<file path="config.mk">
export PLATFORM = sky130hd
export DESIGN_NAME = dsky_digit_renderer_flat
export DESIGN_NICKNAME = d
export VERILOG_FILES = /design/src/rtl/dsky_render_pkg.sv /design/src/rtl/dsky_digit_renderer_if.sv /design/src/rtl/dsky_seg_hit.sv /design/src/rtl/dsky_digit_renderer.sv /design/src/flat_wrapper.sv
export SDC_FILE = /design/constraint.sdc
export NUM_CORES = 1
export LEC_CHECK = 0
export CORE_UTILIZATION = 55
export CTS_CLUSTER_SIZE = 24
export DETAILED_ROUTE_END_ITERATION = 8
export DONT_BUFFER_PORTS = 1
export PLACE_DENSITY = 0.79
export SETUP_SLACK_MARGIN = 0.02
export SYNTH_ARGS = -nofsm -noshare
export SYNTH_HDL_FRONTEND = slang
export SYNTH_HIERARCHICAL = 1
export SYNTH_SLANG_ARGS = --single-unit
</file>
<file path="constraint.sdc">
create_clock -name PixelClk -period 4.7 [get_ports PixelClk]
set_clock_uncertainty 0.1 [all_clocks]
set_input_delay 1.41 -clock PixelClk [delete_from_list [all_inputs] [get_ports PixelClk]]
set_output_delay 1.41 -clock PixelClk [all_outputs]
set_load 0.02 [all_outputs]
</file>
<file path="src/rtl/dsky_render_pkg.sv">
// dsky_render_pkg: shared constants, segment geometry and glyph table for the DSKY digit renderer
// Contents: timing origin, grid placement and size, colours, cell count, character codes,
// segment rectangle bounds (half-open, cell-local), seg_mask(code) -> {p,g,f,e,d,c,b,a}.
package dsky_render_pkg;
  localparam logic [15:0] H_START = 16'd182;
  localparam logic [15:0] V_START = 16'd0;
  localparam logic [15:0] GRID_X0 = 16'd144;
  localparam logic [15:0] GRID_Y0 = 16'd48;
  localparam logic [15:0] GRID_W = 16'd512;
  localparam logic [15:0] GRID_H = 16'd384;
  localparam logic [15:0] CELL_W = 16'd64;
  localparam logic [15:0] CELL_H = 16'd128;
  localparam logic [15:0] FG = 16'h07E0;
  localparam logic [15:0] BG = 16'h0000;
  localparam logic [4:0] N_CELLS = 5'd24;
  localparam logic [3:0] CH_PLUS = 4'd10;
  localparam logic [3:0] CH_MINUS = 4'd11;
  localparam logic [3:0] CH_BLANK = 4'd15;
  localparam logic [6:0] H_X0 = 7'd16, H_X1 = 7'd48;
  localparam logic [6:0] L_X0 = 7'd8, L_X1 = 7'd16;
  localparam logic [6:0] R_X0 = 7'd48, R_X1 = 7'd56;
  localparam logic [6:0] P_X0 = 7'd28, P_X1 = 7'd36;
  localparam logic [6:0] A_Y0 = 7'd8, A_Y1 = 7'd16;
  localparam logic [6:0] G_Y0 = 7'd60, G_Y1 = 7'd68;
  localparam logic [6:0] D_Y0 = 7'd112, D_Y1 = 7'd120;
  localparam logic [6:0] U_Y0 = 7'd16, U_Y1 = 7'd60;
  localparam logic [6:0] W_Y0 = 7'd68, W_Y1 = 7'd112;
  localparam logic [6:0] P_Y0 = 7'd36, P_Y1 = 7'd92;
  localparam logic [7:0] SEG_TABLE [16] = '{
    8'h3F, 8'h06, 8'h5B, 8'h4F, 8'h66, 8'h6D, 8'h7D, 8'h07,
    8'h7F, 8'h6F, 8'hC0, 8'h40, 8'h00, 8'h00, 8'h00, 8'h00
  };
  function automatic logic [7:0] seg_mask(input logic [3:0] code);
    return SEG_TABLE[code];
  endfunction
  function automatic logic in_span(input logic [6:0] v, input logic [6:0] lo, input logic [6:0] hi);
    return v >= lo && v < hi;
  endfunction
endpackage

</file>
<file path="src/rtl/dsky_digit_renderer_if.sv">
// dsky_digit_renderer_if: character-bank write/commit bus of the DSKY renderer
// wr_en/wr_addr/wr_data write the pending bank, commit requests a frame-boundary swap;
// swap_pending and frame_swap report swap status back to the host.
interface dsky_digit_renderer_if;
  logic wr_en;
  logic [4:0] wr_addr;
  logic [3:0] wr_data;
  logic commit;
  logic swap_pending;
  logic frame_swap;
  modport master(output wr_en, wr_addr, wr_data, commit, input swap_pending, frame_swap);
  modport slave(input wr_en, wr_addr, wr_data, commit, output swap_pending, frame_swap);
endinterface

</file>
<file path="src/rtl/dsky_seg_hit.sv">
// dsky_seg_hit: combinational test of a cell-local pixel against the lit segments of a glyph
// cx/cy: position inside the 64x128 cell; mask: {p,g,f,e,d,c,b,a}; hit: pixel lies in a lit segment.
module dsky_seg_hit
  import dsky_render_pkg::*;
(
  input  logic [5:0] cx,
  input  logic [6:0] cy,
  input  logic [7:0] mask,
  output logic       hit
);
  logic [6:0] x;
  logic [7:0] seg;
  assign x = {1'b0, cx};
  assign seg = {
    in_span(x, P_X0, P_X1) && in_span(cy, P_Y0, P_Y1),
    in_span(x, H_X0, H_X1) && in_span(cy, G_Y0, G_Y1),
    in_span(x, L_X0, L_X1) && in_span(cy, U_Y0, U_Y1),
    in_span(x, L_X0, L_X1) && in_span(cy, W_Y0, W_Y1),
    in_span(x, H_X0, H_X1) && in_span(cy, D_Y0, D_Y1),
    in_span(x, R_X0, R_X1) && in_span(cy, W_Y0, W_Y1),
    in_span(x, R_X0, R_X1) && in_span(cy, U_Y0, U_Y1),
    in_span(x, H_X0, H_X1) && in_span(cy, A_Y0, A_Y1)
  };
  assign hit = |(seg & mask);
endmodule

</file>
<file path="src/rtl/dsky_digit_renderer.sv">
// dsky_digit_renderer: renders a 3x8 grid of DSKY 7-segment characters as RGB565 with frame-synchronous bank swap
// PixelClk/nRST: clock and async active-low reset; PixelCount/LineCount, in_de/in_hsync/in_vsync: timing
// generator inputs; bus: pending-bank write/commit port; LCD_*: strobes and colour, 3 cycles behind the inputs.
module dsky_digit_renderer
  import dsky_render_pkg::*;
(
  input  logic                         PixelClk,
  input  logic                         nRST,
  input  logic [15:0]                  PixelCount,
  input  logic [15:0]                  LineCount,
  input  logic                         in_de,
  input  logic                         in_hsync,
  input  logic                         in_vsync,
  dsky_digit_renderer_if.slave         bus,
  output logic                         LCD_DE,
  output logic                         LCD_HSYNC,
  output logic                         LCD_VSYNC,
  output logic [4:0]                   LCD_R,
  output logic [5:0]                   LCD_G,
  output logic [4:0]                   LCD_B
);
  logic [23:0][3:0] pending, display;
  logic [15:0] gx, gy, rgb;
  logic vs_prev, swap;
  logic s1_in, s2_hit, hit;
  logic [4:0] s1_idx;
  logic [5:0] s1_cx;
  logic [6:0] s1_cy;
  logic [3:0] code;
  logic [2:0] de_sr, hs_sr, vs_sr;
  assign gx = PixelCount - H_START - GRID_X0;
  assign gy = LineCount - V_START - GRID_Y0;
  assign swap = vs_prev & ~in_vsync & bus.swap_pending;
  assign code = s1_idx < N_CELLS ? display[s1_idx] : CH_BLANK;
  dsky_seg_hit u_seg_hit (.cx(s1_cx), .cy(s1_cy), .mask(seg_mask(code)), .hit(hit));
  // The bank copy uses the pre-write pending value, so a same-cycle write only lands in pending.
  always_ff @(posedge PixelClk or negedge nRST)
    if (!nRST) begin
      pending <= '1;
      display <= '1;
      vs_prev <= 1'b1;
      bus.swap_pending <= 1'b0;
      bus.frame_swap <= 1'b0;
    end else begin
      if (bus.wr_en && bus.wr_addr < N_CELLS) pending[bus.wr_addr] <= bus.wr_data;
      if (swap) display <= pending;
      vs_prev <= in_vsync;
      bus.swap_pending <= !swap && (bus.swap_pending || bus.commit);
      bus.frame_swap <= swap;
    end
  always_ff @(posedge PixelClk or negedge nRST)
    if (!nRST) begin
      s1_in <= 1'b0;
      s1_idx <= '0;
      s1_cx <= '0;
      s1_cy <= '0;
      s2_hit <= 1'b0;
      rgb <= '0;
      de_sr <= '0;
      hs_sr <= '1;
      vs_sr <= '1;
    end else begin
      s1_in <= gx < GRID_W && gy < GRID_H;
      s1_idx <= {gy[8:7], gx[8:6]};
      s1_cx <= gx[5:0];
      s1_cy <= gy[6:0];
      s2_hit <= s1_in & hit;
      rgb <= de_sr[1] ? (s2_hit ? FG : BG) : 16'h0000;
      de_sr <= {de_sr[1:0], in_de};
      hs_sr <= {hs_sr[1:0], in_hsync};
      vs_sr <= {vs_sr[1:0], in_vsync};
    end
  assign LCD_DE = de_sr[2];
  assign LCD_HSYNC = hs_sr[2];
  assign LCD_VSYNC = vs_sr[2];
  assign {LCD_R, LCD_G, LCD_B} = rgb;
endmodule

</file>
<file path="src/flat_wrapper.sv">
// flat-port wrapper written by rule: the top's interface ports become plain ports
module dsky_digit_renderer_flat import dsky_render_pkg::*;
  (PixelClk, nRST, PixelCount, LineCount, in_de, in_hsync, in_vsync, LCD_DE, LCD_HSYNC, LCD_VSYNC, LCD_R, LCD_G, LCD_B, bus_wr_en, bus_wr_addr, bus_wr_data, bus_commit, bus_swap_pending, bus_frame_swap);
  dsky_digit_renderer_if bus_i ();
  input  logic PixelClk;
  input  logic nRST;
  input  logic [15:0] PixelCount;
  input  logic [15:0] LineCount;
  input  logic in_de;
  input  logic in_hsync;
  input  logic in_vsync;
  output logic LCD_DE;
  output logic LCD_HSYNC;
  output logic LCD_VSYNC;
  output logic [4:0] LCD_R;
  output logic [5:0] LCD_G;
  output logic [4:0] LCD_B;
  input wire logic [$bits(bus_i.wr_en)-1:0] bus_wr_en;
  input wire logic [$bits(bus_i.wr_addr)-1:0] bus_wr_addr;
  input wire logic [$bits(bus_i.wr_data)-1:0] bus_wr_data;
  input wire logic [$bits(bus_i.commit)-1:0] bus_commit;
  output wire logic [$bits(bus_i.swap_pending)-1:0] bus_swap_pending;
  output wire logic [$bits(bus_i.frame_swap)-1:0] bus_frame_swap;
  assign bus_i.wr_en = bus_wr_en;
  assign bus_i.wr_addr = bus_wr_addr;
  assign bus_i.wr_data = bus_wr_data;
  assign bus_i.commit = bus_commit;
  assign bus_swap_pending = bus_i.swap_pending;
  assign bus_frame_swap = bus_i.frame_swap;
  dsky_digit_renderer u_core (.PixelClk(PixelClk), .nRST(nRST), .PixelCount(PixelCount), .LineCount(LineCount), .in_de(in_de), .in_hsync(in_hsync), .in_vsync(in_vsync), .bus(bus_i), .LCD_DE(LCD_DE), .LCD_HSYNC(LCD_HSYNC), .LCD_VSYNC(LCD_VSYNC), .LCD_R(LCD_R), .LCD_G(LCD_G), .LCD_B(LCD_B));
endmodule
</file>
; ---- Word-level counts from Yosys, hierarchy flattened
; Memories as Yosys holds them, arrays and structs flattened.
; Index checks and enable logic that the tools add are counted.
[word_totals]
register_bits = 240
latch_bits = 0
mem_bits_rw = 0
romBits = 128
elab_cells = 133
memories = 1
[mem_list]
columns = name, depth, width, rd, rd_clocked_by_memory_dff, wr, line_no
row1 = (name not given), 16, 8, 1, 0, 0, dsky_render_pkg.sv:34  ; return SEG_TABLE[code];
[classes]
addsub = 3
multipliers = 0
div_mod_pow = 0
n_lt_le_gt_ge = 28
n_eq_ne = 0
n_shift = 0
muxes = 10
bitwise = 6
reduce_logical = 25
[op_table]
columns = operator, count
row1 = 96-bit bitwise mux, 1
row2 = "16-bit by 8-bit subtractor with 16-bit output, second input constant", 2
row3 = "7-bit < comparator, second input constant", 4
row4 = 1-bit logical AND, 22
row5 = 4-bit binary-select mux with 5-bit select, 1
row6 = 4-bit demux with 5-bit select, 1
row7 = "6-bit < comparator, second input constant", 3
row8 = "16-bit by 10-bit < comparator with 1-bit output, second input constant", 1
row9 = "16-bit by 9-bit < comparator with 1-bit output, second input constant", 1
row10 = 16-bit 2-to-1 mux, 1
row11 = 8-bit 2-to-1 mux, 2
row12 = "16-bit by 6-bit subtractor with 16-bit output, second input constant", 1
row13 = "7-bit by 6-bit greater-or-equal comparator with 1-bit output, second input constant", 2
row14 = "7-bit greater-or-equal comparator, second input constant", 2
row15 = "6-bit by 5-bit greater-or-equal comparator with 1-bit output, second input constant", 2
row16 = "5-bit by 6-bit < comparator with 1-bit output, second input constant", 2
row17 = 4-bit 2-to-1 mux, 3
row18 = 11-bit 2-to-1 mux, 1
row19 = "5-bit < comparator, second input constant", 2
row20 = 8-bit bitwise AND, 1
row21 = 8-bit OR reduction, 1
row22 = "7-bit by 4-bit greater-or-equal comparator with 1-bit output, second input constant", 1
row23 = "7-bit by 5-bit greater-or-equal comparator with 1-bit output, second input constant", 1
row24 = "7-bit by 5-bit < comparator with 1-bit output, second input constant", 1
row25 = 11 further kinds, 13

; ---- Depth between registers and ports, before layout
; Gate-level depths: netlist of the first run.
[depth]
ltp_word = 10
mapped_depth = 17
depth_no_buf = 14

; ---- By module
; Netlist of the first run, hierarchy kept.
[by_module_without_submodules]
columns = module, n_inst, cells_per_inst, area_each_um2, seq_area_each_um2
row1 = dsky_digit_renderer, 1, 867, 10012.1, 5853.1
row2 = dsky_seg_hit, 1, 35, 271.5, 0.0

; ---- Worst setup path before layout of the first run
; OpenSTA, ideal clock, no wires.
[synth_path]
kind = register to register
from = register u_core.s1_idx[0]
to = register u_core.s2_hit
setup_time_ps = 119
t_arrival_ps = 2967
required_ps = 4481
path_slack_ps = 1514
path_stages_with_launch = 15
n_path_buf = 1
path_cell_list = dfrtp_1 -> buf_4 -> mux4_2 -> or4_1 -> o2111ai_4 -> inv_1 -> ha_1 -> inv_1 -> a21oi_1 -> a21oi_1 -> nand3_1 -> nor3b_1 -> a211o_2 -> a221o_1 -> and2_1
[synth_between]
elab_chain_cells = 10
word_cells_on_any_way = 11
cone_classes = 1 x order compare / 5 x mux / 3 x bitwise / 1 x reduce/logical / 1 x memory
[synth_lines]
columns = item, line_no
row1 = from (decl), dsky_digit_renderer.sv:26  ; logic [4:0] s1_idx;
row2 = from (signal assigned), dsky_digit_renderer.sv:64  ; s1_idx <= {gy[8:7], gx[8:6]};
row3 = 4-bit binary-select mux with 5-bit select, dsky_digit_renderer.sv:34  ; assign code = s1_idx < N_CELLS ? display[s1_idx] : CH_BLANK;
row4 = 4-bit 2-to-1 mux (implied by the code), dsky_digit_renderer.sv:34
row5 = 4-bit 2-to-1 mux (*), dsky_digit_renderer.sv:34
row6 = 4-bit inverter with 5-bit output (implied by the code) (*), dsky_render_pkg.sv:34
row7 = memory read 16 x 8 bit (*), -
row8 = 8-bit 2-to-1 mux (implied by the code) (*) (2 in series), dsky_render_pkg.sv:34
row9 = 8-bit bitwise AND (*), dsky_seg_hit.sv:24  ; assign hit = |(seg & mask);
row10 = 8-bit OR reduction (*), dsky_seg_hit.sv:24
row11 = named net u_core.hit, dsky_digit_renderer.sv:25  ; logic s1_in, s2_hit, hit;
row12 = 1-bit bitwise AND (*), dsky_digit_renderer.sv:67  ; s2_hit <= s1_in & hit;
row13 = to (signal assigned), dsky_digit_renderer.sv:67
row14 = to (decl), dsky_digit_renderer.sv:25
; The timed path passes the listed nets; every way through them passes the cells marked *. The select of a mux whose other input is x is not followed.
; A chain may end at the register's enable or synchronous reset.

; ---- Worst setup path after layout of the first run
; Ends and elaborated chain as after synthesis.

==> impl_metrics.yaml, run 1 <==
power:
  peakVddDrop_mv: 0.321
  p_leak_nw: 4.78
  finalPower_mw: 5.09
  powerDensity_nw_per_um2: 467
critical_path:
  r2r_cells: 12
  crit_slowest_cell: "dfrtp_1"
  reg2reg_from: "u_core/s1_idx[0]"
  endpoint_kind: "flip-flop"
  required_ns: 4.99
  start_kind: "flip-flop"
  r2r_setup_slack_ns: 0.64
  path_max_fanout: 14
  crit_arrival_ns: 4.35
  cp_slowest_stage_delay_ns: 0.81
  path_cells: "buf_4 > mux4_2 > o32ai_1 > a211oi_1 > o21ai_2 > a21boi_0 > a21oi_1 > nand2_1 > nor4_1 > a211o_2 > a221o_1 > and2_1"
  r2r_end: "u_core/s2_hit"
  critical_path_class: "flip-flop to flip-flop"
detailed_routing:
  vias: 6299
  dr.pass1.iters: 5
  first_iter_violations: 464
  via_per_inst: 5.62
  totalWireLength_um: 20100
  drc_errors: 0
  post_drt_wl_per_cell_um: 18.0
  postRouteAntennaNets: 0
placement:
  portBuffers: 0
  detailed_place.area_um2: 10200
  place_ws_ns: 0.712
  dpl.cell_count: 1081
  dp_hpwl_um: 12100
  gp_congestion: 0.786
global_routing:
  grt_pass1_vias: 6490
  grt_max_degree: 221
  grt.overflow.total: 0
  grt_antenna_before_repair: 0
  grt_pass1_wl_um: 33200
  grt_usage_pct: 21.7
clocking:
  ctsHoldBuffers: 0
  clk_pin_slew_ns: 0.06
  root_buffer: "clkbuf_16"
  cts_resized: 0
  postCtsSetupBuffers: 0
  htree_levels: 1
  tritoncts: "yes"
  cts_buffer_depth: 3
  clock-sinks: 220
  cts_buffers: 23
  clk-insertion-delay-late_ns: 0.51
layout:
  final_nets: 938
  final_util_pct: 60.5
  stdcell_area_um2: 10900
  drive_above_1_share_pct: 39.7
  area_growth_pct: 7.17
  n_antenna_cell: 0
  fin_cells: 1121
sta:
  tns_ns: 0
  setup_ws_ns: 0.638
  post-route-period-util_pct: 86.4
  maxSlewViolCount: 0
  min_period_ns: 4.06
  hold_viol: 0
  hold_ws_ns: 0.255
  worst_pin_slew_ns: 1.03
  clock.fmax_ghz: 0.246
  finalSetupViolations: 0
  relSlewSlack_pct: 31.2
  grt_setup_unrepaired: "false"
floorplan:
  ios: 69
  start_util_pct: 56.5
  die-area_um2: 19100
  core_area_um2: 18000
  rows: 49
  die_y_um: 138
  fp.dieW_um: 138
yosys:
  syn_avg_cell_area_um2: 11.3
  syn_inst: 897
  synth_area_um2: 10200
  yosys_warnings: 6
outcome:
  status: "completed"
job:
  max-cap-violations: 0
worst_hold_path:
  worstHoldStart: "u_core/hs_sr[1]"
  hold_depth: 0
  hold_path.class: "flip-flop to flip-flop"
  hold_path_end: "u_core/hs_sr[2]"
power breakdown:
part / internal (mW) / leakage, nW / total, mW / switching [mW]
registers: 2.48 / 2.33 / 2.68 / 0.202
logic: 0.357 / 2.11 / 0.717 / 0.360
clock network: 0.982 / 0.342 / 1.70 / 0.714
registers in the layout, indices dropped and copies added, names as in the netlist:
register and cells:
u_core/bus.frame_swap 1, u_core/bus.swap_pending 1, u_core/de_sr 3, u_core/display 96
u_core/hs_sr 3, u_core/pending 96, u_core/rgb 1, u_core/s1_cx 4
u_core/s1_cy 5, u_core/s1_idx 5, u_core/s1_in 1, u_core/s2_hit 1
u_core/vs_sr 3
critical path, delay by kind of cell, from the launching register on:
family          cells  cell delay (ns)
compound gates      7             1.97
flops               1             0.81
mux                 1             0.51
simple gates        3             0.26
buf+inv             1             0.28
layer usage:
metal | GRT usage, % | wire length [um] | vias to the layer above
li1 | - | - | 2934
met1 | 28.2 | 8790 | 3208
met2 | 36.8 | 9920 | 121
met3 | 3.74 | 834 | 36
met4 | 7.87 | 590 | 0
met5 | 0 | 0 | -
how the worst max path moves through the flow:
stage	start	end	slack [ns]	cells past startpoint
finish	u_core/s1_idx[0]	u_core/s2_hit	0.64	12
global placement	u_core/s1_idx[0]	u_core/s2_hit	0.79	15
global route	u_core/s1_idx[0]	u_core/s2_hit	0.43	15
detailed placement	u_core/s1_idx[0]	u_core/s2_hit	0.71	12
CTS	u_core/s1_idx[0]	u_core/s2_hit	0.64	12
floorplan	u_core/s1_idx[0]	u_core/s2_hit	1.51	14
layout make-up:
type | count | area, um^2
Clock buffer | 37 | 678
Clock inverter | 3 | 18.8
Fill cell | 1429 | 7120
Inverter | 15 | 57.6
Multi-Input combinational cell | 611 | 4060
Sequential cell | 220 | 5750
Tap cell | 229 | 287
Timing Repair Buffer | 6 | 57.6
cells in the final DEF (no fill, tap or decap), types with 7 or more instances in the layout:
master and n:
xnor2_1 7, clkbuf_16 23, inv_1 12, mux2i_1 18
nor2_1 17, ha_1 13, mux4_2 9, nand2_1 318
nor2b_1 11, conb_1 10, a21oi_1 11, clkbuf_1 9
mux2_2 96, dfrtp_1 22, dfstp_2 198, mux4_1 9
No activity file was read; power rests on OpenSTA's default activity.
==> run 2: changes to the inputs <==
- CORE_ASPECT_RATIO: default -> 1.1
- CORE_UTILIZATION: 55 -> 45
- PLACE_DENSITY: 0.79 -> 0.69
- SETUP_SLACK_MARGIN: 0.02 -> 0.1
==> run 2 against run 1 <==
Wire length fell by 0.25%. Via count fell by 1.4%. Critical endpoint unchanged. Global-route usage fell by 4.1 points. Design area rose by 1.5%. Critical path depth did not move. Clock power rose by 8%. Register-to-register slack improved by 0.06 ns. Sequential share of layout area fell by 0.79 points. Final cell count rose by 6.2%. Highest routed layer unchanged.
==> impl_metrics.yaml, run 2 (synthesized netlist as in run 1, its figures left out) <==
sta:
  relSlewSlack_pct: 30.1
  hold_viol: 0
  grt_setup_unrepaired: "false"
  min_period_ns: 4.00
  worst_pin_slew_ns: 1.05
  clock.fmax_ghz: 0.250
  post-route-period-util_pct: 85.0
  tns_ns: 0
  maxSlewViolCount: 0
  finalSetupViolations: 0
power:
  p_switching_mw: 1.27
  finalPower_mw: 5.21
  powerDensity_nw_per_um2: 470
  peakVddDrop_mv: 0.247
  seqPwrFrac_pct: 51.2
  power_frac_clock_pct: 35.1
  p_leak_nw: 4.82
  pwr-share-comb_pct: 13.7
  p_int_mw: 3.94
  switching_share_pct: 24.3
floorplan:
  start_util_pct: 46.0
  fp.dieW_um: 145
  die-area_um2: 23200
  ios: 69
  rows: 57
  core_area_um2: 22100
  die_y_um: 160
critical_path:
  r2r_setup_slack_ns: 0.70
  cp_slowest_stage_delay_ns: 0.86
  r2r_end: "u_core/s2_hit"
  cp.depth: 12
  crit_slowest_cell: "dfrtp_1"
  reg2reg_from: "u_core/s1_idx[0]"
  critical_path_class: "flip-flop to flip-flop"
  startpoint: "u_core/s1_idx[0]"
  crit_buf_inv: 1
  path_max_fanout: 13
  critPathTopFamily: "compound AO/OA/AOI/OAI gates"
  path_cells: "buf_4 > mux4_2 > o32ai_1 > a211oi_1 > o21ai_2 > a21boi_0 > a21oi_1 > nand2_1 > nor4_1 > a211o_2 > a221o_1 > and2_1"
  r2r_cells: 12
  crit_arrival_ns: 4.29
  start_kind: "flip-flop"
  required_ns: 4.99
  crit_path_end: "u_core/s2_hit"
  endpoint_kind: "flip-flop"
placement:
  gp_congestion: 0.791
  portBuffers: 0
  dp_hpwl_um: 12200
global_routing:
  grt_pass1_wl_um: 32900
  grt.overflow.total: 0
  grt_max_degree: 221
  grt_usage_pct: 17.7
  grt_antenna_before_repair: 0
  grt_pass1_vias: 6263
detailed_routing:
  wl_met3_um: 732
  dr.pass1.iters: 4
  postRouteAntennaNets: 0
  drc_errors: 0
  wl_met1_um: 8650
  post_drt_wl_per_cell_um: 16.9
  totalWireLength_um: 20100
  met2_length_um: 10300
  first_iter_violations: 442
  via_per_inst: 5.22
  vias: 6208
  top_layer_used: "met4"
layout:
  final_nets: 940
  area_growth_pct: 8.80
  drive_above_1_share_pct: 40.1
  n_antenna_cell: 0
  n_fill_cell: 1952
  mostFrequentLayoutCells: "nand2_1, dfstp_2, mux2_2"
  final_common_cell: "nand2_1"
  largest_registers: "u_core/display: 96 flops, u_core/pending: 96 flops"
clocking:
  clk-insertion-delay-late_ns: 0.50
  cts_resized: 0
  cts_buffer_depth: 3
  tritoncts: "yes"
  clk_pin_slew_ns: 0.06
  ctsHoldBuffers: 0
  cts_buffers: 23
  htree_levels: 1
  root_buffer: "clkbuf_16"
  postCtsSetupBuffers: 0
  clock-sinks: 220
worst_hold_path:
  hold_path.class: "flip-flop to flip-flop"
outcome:
  status: "completed"
job:
  max-cap-violations: 0
-- run 2: cell count changes in the layout (fill, tap and decap cells not counted) --
cell / previous run / this run
clkinvlp_4: 0 / 1
bufinv_16: 0 / 2
clkbuf_8: 5 / 6
clkinv_2: 3 / 2
clkbuf_1: 9 / 7
buf_4: 5 / 7
-- run 2: metal layers --
metal / GRT usage, % / vias up
li1: - / 2942
met1: 22.6 / 3142
met2: 31.2 / 91
met3: 2.60 / 33
met4: 4.98 / 0
met5: 0 / -
-- run 2: final cells by class --
class / count / area [um^2] / area share, %
repair buffers: 8 / 72.6 / 0.655
flip-flops and latches: 220 / 5750 / 51.9
well taps: 295 / 369 / 3.33
clock buffers: 36 / 684 / 6.18
inverters: 15 / 57.6 / 0.520
multi-input cells: 611 / 4060 / 36.6
clock inverters: 5 / 81.3 / 0.734
-- run 2: metrics by stage --
step	area [um^2]	utilization (%)	hold slack, ns	setup slack (ns)	cells
floorplan	10200	-	0.231	1.51	906
global placement	10300	46.6	0.236	0.733	1149
detailed placement	10300	46.6	0.247	0.656	1149
CTS	11100	50.1	0.256	0.664	1190
global route	11100	50.1	0.259	0.466	1190
finish	11100	50.1	0.252	0.703	1190
-- run 2: how the worst min path moves through the flow --
stage                                from               to  slack (ns)  depth (start not counted)
after floorplan           u_core/de_sr[0]  u_core/de_sr[1]        0.23                          0
after global placement    u_core/de_sr[0]  u_core/de_sr[1]        0.24                          0
after detailed placement  u_core/hs_sr[1]  u_core/hs_sr[2]        0.25                          0
after CTS                 u_core/hs_sr[1]  u_core/hs_sr[2]        0.26                          0
after global routing      u_core/vs_sr[1]  u_core/vs_sr[2]        0.26                          0
final                     u_core/de_sr[0]  u_core/de_sr[1]        0.25                          0
-- run 2: power groups by stage --
stage | clock network [mW] | logic [mW] | registers [mW]
floorplan | 0 | 0.633 | 2.62
global placement | 0 | 0.695 | 2.68
detailed placement | 0 | 0.717 | 2.70
CTS | 1.88 | 0.721 | 2.67
global route | 1.95 | 0.797 | 2.72
finish | 1.83 | 0.713 | 2.67
